## src/rtl/sequencer_ctrl.sv

```systemverilog
// Mode/pattern controller for the step sequencer: PIANO/EDIT/PLAY FSM, 8-step note pattern, tempo register.
// Optional macro SEQ_GATE_GAP_EN adds a post-beat gate-off gap so repeated notes retrigger.
module sequencer_ctrl #(
  parameter int unsigned STEPS      = 8,
  parameter int unsigned NOTE_W     = 4,
  parameter int unsigned TEMPO_W    = 23,
  parameter int unsigned TEMPO_RST  = 4999,
  parameter int unsigned TEMPO_MIN  = 999,
  parameter int unsigned TEMPO_MAX  = 19999,
  parameter int unsigned TEMPO_STEP = 250,
  parameter int unsigned GATE_GAP   = 200
) (
  input  logic                       clk,
  input  logic                       n_rst,
  input  logic                       mode_btn,
  input  logic                       tempo_up,
  input  logic                       tempo_down,
  input  logic                       key_valid,
  input  logic [NOTE_W-1:0]          key_note,
  input  logic                       rest_btn,
  input  logic                       beat_pulse,
  output logic [1:0]                 mode,
  output logic                       sequencer_on,
  output logic [TEMPO_W-1:0]         tempo,
  output logic [$clog2(STEPS)-1:0]   step,
  output logic [NOTE_W-1:0]          note_out,
  output logic                       gate_out
);

  localparam int unsigned SW  = $clog2(STEPS);
  localparam int unsigned TW1 = TEMPO_W + 1;

  typedef enum logic [1:0] {
    PIANO = 2'b00,
    EDIT  = 2'b01,
    PLAY  = 2'b10
  } mode_t;

  mode_t              state;
  logic [STEPS-1:0]   pat_valid;
  logic [NOTE_W-1:0]  pat_note [STEPS];
  logic [TEMPO_W-1:0] tempo_nxt;
  logic [TEMPO_W:0]   tempo_dec;
  logic [TEMPO_W:0]   tempo_inc;

  // One extra bit catches the borrow so a decrement below zero saturates instead of wrapping
  always_comb begin
    tempo_dec = {1'b0, tempo} - TW1'(TEMPO_STEP);
    tempo_inc = {1'b0, tempo} + TW1'(TEMPO_STEP);
    tempo_nxt = tempo;
    if (tempo_up && !tempo_down) begin
      if (tempo_dec[TEMPO_W] || (tempo_dec < TW1'(TEMPO_MIN)))
        tempo_nxt = TEMPO_W'(TEMPO_MIN);
      else
        tempo_nxt = tempo_dec[TEMPO_W-1:0];
    end else if (tempo_down && !tempo_up) begin
      if (tempo_inc > TW1'(TEMPO_MAX))
        tempo_nxt = TEMPO_W'(TEMPO_MAX);
      else
        tempo_nxt = tempo_inc[TEMPO_W-1:0];
    end
  end

`ifdef SEQ_GATE_GAP_EN
  localparam int unsigned GW = $clog2(GATE_GAP + 1);
  logic [GW-1:0] gap_cnt;
`endif

  always_ff @(posedge clk or negedge n_rst) begin
    if (!n_rst) begin
      state        <= PIANO;
      sequencer_on <= 1'b0;
      tempo        <= TEMPO_W'(TEMPO_RST);
      step         <= '0;
      pat_valid    <= '0;
      for (int unsigned i = 0; i < STEPS; i++) pat_note[i] <= '0;
`ifdef SEQ_GATE_GAP_EN
      gap_cnt      <= '0;
`endif
    end else begin
      tempo <= tempo_nxt;
      if (mode_btn) begin
        case (state)
          PIANO:   begin state <= EDIT;  sequencer_on <= 1'b0; end
          EDIT:    begin state <= PLAY;  sequencer_on <= 1'b1; end
          default: begin state <= PIANO; sequencer_on <= 1'b0; end
        endcase
        if (state != PLAY) step <= '0;
`ifdef SEQ_GATE_GAP_EN
        gap_cnt <= '0;
`endif
      end else if (state == EDIT && (key_valid || rest_btn)) begin
        pat_valid[step] <= key_valid;
        pat_note[step]  <= key_valid ? key_note : '0;
        step            <= step + SW'(1);
      end else if (state == PLAY && beat_pulse) begin
        step <= step + SW'(1);
`ifdef SEQ_GATE_GAP_EN
        gap_cnt <= GW'(GATE_GAP);
`endif
      end
`ifdef SEQ_GATE_GAP_EN
      else if (gap_cnt != '0) begin
        gap_cnt <= gap_cnt - GW'(1);
      end
`endif
    end
  end

  assign mode     = state;
  assign note_out = pat_note[step];
`ifdef SEQ_GATE_GAP_EN
  assign gate_out = (state == PLAY) && pat_valid[step] && (gap_cnt == '0);
`else
  assign gate_out = (state == PLAY) && pat_valid[step];
`endif

endmodule
```

## config.mk

```make
export PLATFORM = sky130hd
export DESIGN_NAME = sequencer_ctrl
export DESIGN_NICKNAME = d
export VERILOG_FILES = /design/src/rtl/sequencer_ctrl.sv
export SDC_FILE = /design/constraint.sdc
export NUM_CORES = 1
export LEC_CHECK = 0
export BUFFER_PORTS_ARGS = -buffer_cell sky130_fd_sc_hd__buf_2
export CORE_UTILIZATION = 45
export CTS_CLUSTER_SIZE = 20
export DETAILED_ROUTE_END_ITERATION = 16
export GPL_TIMING_DRIVEN = 0
export SLEW_MARGIN = 20
export SYNTH_ARGS = -nofsm -noshare
export SYNTH_HDL_FRONTEND = slang
export SYNTH_SLANG_ARGS = --single-unit
```

## constraint.sdc

```tcl
create_clock -name clk -period 3.6 [get_ports clk]
set_input_delay 0.54 -clock clk [delete_from_list [all_inputs] [get_ports clk]]
set_output_delay 0.54 -clock clk [all_outputs]
set_load 0.03 [all_outputs]
```

==> flow_metrics.py <==
metrics = {
    "timing": {
        "tightest_slew_ps": 913,
        "fin_crit_sh_pct": 93.8,
        "finalHoldViolCount": 0,
        "min_period_ps": 3380,
        "max_freq_ghz": 0.296,
        "slew_headroom_pct": 38.7,
        "tns_ps": 0,
        "rsz0062_at_grt": "false",
        "worst_clock_skew_ps": 10.8,
        "setup_viol": 0,
        "drv_slew": 0,
    },
    "setup_path": {
        "crit_required_ps": 3830,
        "critical_path_arrival_ps": 3610,
        "r2r_slack_ps": 220,
        "end_kind": "flop",
        "reg2regPathDepth": 9,
        "rr_startpoint": "tempo[8]",
        "reg2reg_to": "tempo[6]",
        "start_kind": "flop",
        "critPathMaxFanout": 10,
        "criticalPathCategory": "reg2reg",
    },
    "placement": {
        "io_buffers": 45,
        "place_congestion": 0.979,
        "dp_hpwl_mm": 9.65,
        "placed_cells_incl_taps": 699,
    },
    "pwr": {
        "swShare_pct": 47.3,
        "power_frac_seq_pct": 29.7,
        "switching_power_w": 0.00177,
        "powerDensity_nw_per_um2": 722,
        "p_leak_nw": 2.16,
        "clockPowerShare_pct": 17.6,
        "worst_ir_drop_vdd_mv": 0.489,
        "p_int_w": 0.00198,
        "comb_power_share_pct": 52.7,
    },
    "synth": {
        "yosysTopAreaCellShare_pct": 33.5,
        "synth_warnings": 0,
        "ys_types": 75,
        "syn_inst": 519,
        "netlist_area_um2": 4550,
        "syn_nets": 535,
        "async_reset_ff_share_pct": 100,
        "seq_area_frac_synth_pct": 37.6,
        "yosys.area.top_type": "dfrtp_1",
        "synth_most_common_cell": "nand2_1",
        "ys_seq_elements": 68,
        "synth_edf_count": 0,
        "synthFlopType": "dfrtp_1",
        "synth_area_per_cell_um2": 8.77,
        "synth_common_cells": "nand2_1, dfrtp_1, o21ai_0, nor2_1, clkbuf_1",
        "yosys-top-cells-area": "dfrtp_1, mux2_2, nand2_1",
    },
    "floorplanning": {
        "start_util_pct": 46.6,
        "row_count": 36,
        "die_area_um2": 10500,
        "ioPinCount": 46,
        "dieWidth_um": 103,
        "dieHeight_um": 103,
        "fp.coreArea_um2": 9770,
    },
    "drt": {
        "drt_iter0_drc": 255,
        "first_pass_iters": 5,
        "routed_wirelength_mm": 13.3,
        "drt-vias-per-instance": 6.09,
        "post_drt_wl_per_cell_um": 18.6,
        "drc": 0,
        "detail-route-antenna-nets": 0,
        "num_vias": 4353,
    },
    "layout": {
        "instances_no_fill": 715,
        "area_growth_pct": 14.0,
        "nNetsFinal": 593,
        "drive_above_1_share_pct": 22.5,
        "n_antenna_cell": 0,
    },
    "cts": {
        "cts_tree": "built",
        "clk_pin_slew_ps": 90,
        "cts_buffers": 9,
        "clock_latency_ps": 350,
        "cts_hold_buf": 0,
        "cts_max_path_buffers": 2,
        "clock-sinks": 68,
        "post-cts-setup-buffer-count": 0,
        "htree_levels": 3,
        "cts_root_buf": "clkbuf_8",
    },
    "global_routing": {
        "grt.total_usage_pct": 26.3,
        "grt_overflow": 0,
        "grt_pass1_vias": 4087,
        "antenna_found_initial": 0,
        "grt_pass1_wl_mm": 21.1,
        "grt_start_max_net_pins": 47,
    },
    "outcome": {
        "status": "finished clean",
    },
    "flow_run": {
        "cap_viol_max_count": 0,
    },
    "min_path": {
        "holdCritPathClass": "in2async",
    },
}
-- worst max-delay path, cell delays in order, from the launching register on --
cell and delay, ps:
dfstp_2 620, clkbuf_1 390, nand3_1 200, a2111oi_0 690, mux2i_1 260, nand2_1 120, nand4_2 170, buf_2 280
nor2_1 150, a221o_1 370
-- state kept, by name (all words and copies together) (netlist names) --
register      count
mode              1
pat_note         32
pat_valid         8
sequencer_on      1
step              3
tempo            23
-- cell families after synthesis --
logic type	synth area share [%]
AO/OA/AOI/OAI	20.8
XOR/XNOR	1.15
adder cells (fa/ha/maj)	1.10
buffers and inverters	5.11
flip-flops	37.6
multiplexers	10.6
AND/OR/NAND/NOR	23.7
-- worst max-delay path by stage --
stage | from | end | slack [ps] | depth (start not counted)
after floorplan | tempo[1] | tempo[18] | 560 | 12
after global placement | tempo[1] | tempo[1] | 180 | 11
after detailed placement | tempo[1] | tempo[1] | 200 | 11
after CTS | tempo[1] | tempo[1] | 160 | 11
after global routing | tempo[1] | tempo[18] | 80 | 12
final | tempo[8] | tempo[6] | 220 | 9
-- power by group through the flow --
stage / clock network (W) / logic, W / registers [W]
detailed placement: 0 / 0.00194 / 0.00113
global placement: 0 / 0.00192 / 0.00112
finish: 0.000660 / 0.00197 / 0.00111
global route: 0.000704 / 0.00214 / 0.00114
floorplan: 0 / 0.00127 / 0.00127
CTS: 0.000676 / 0.00195 / 0.00112
-- layout make-up --
cell class	instances	area, um^2
Fill cell	907	4580
Multi-Input combinational cell	394	2620
Sequential cell	68	1710
Timing Repair Buffer	47	260
Buffer	44	184
Tap cell	133	166
Clock buffer	9	124
Clock inverter	7	76.3
Inverter	13	48.8
-- layout by cell type, fill, tap and decap left out, types with 12 or more instances in the layout --
cell       n
mux2_2    29
inv_1     12
nor2_1    34
nor3_1    15
dfrtp_1   61
clkbuf_1  33
o21ai_0   39
nand3_1   19
nand2_1   62
buf_2     50
a21oi_1   26
-- timing repair --
item,4_1_cts,5_1_grt
resized for setup,0,1
setup endpoints to repair,0,4
hold endpoints to repair,0,0
-- per-stage QoR --
| stage | hold WS, ps | utilization (%) | setup WS [ps] | cell area, um^2 | power (W) |
|---|---|---|---|---|---|
| floorplan | 244 | - | 559 | 4550 | 0.00253 |
| global placement | 459 | 50.6 | 180 | 4940 | 0.00304 |
| detailed placement | 469 | 51.0 | 205 | 4990 | 0.00307 |
| CTS | 77.4 | 53.1 | 165 | 5190 | 0.00374 |
| global route | 78.1 | 53.1 | 77.6 | 5190 | 0.00398 |
| finish | 71.6 | 53.1 | 222 | 5190 | 0.00375 |
-- layer usage --
layer	wire (um)	vias to the layer above	global-route usage (%)
li1	-	2048	-
met2	6620	162	46.8
met3	650	29	5.02
met5	0	-	0
met4	251	0	8.46
met1	5740	2114	32.1
No activity file was read; power rests on OpenSTA's default activity.
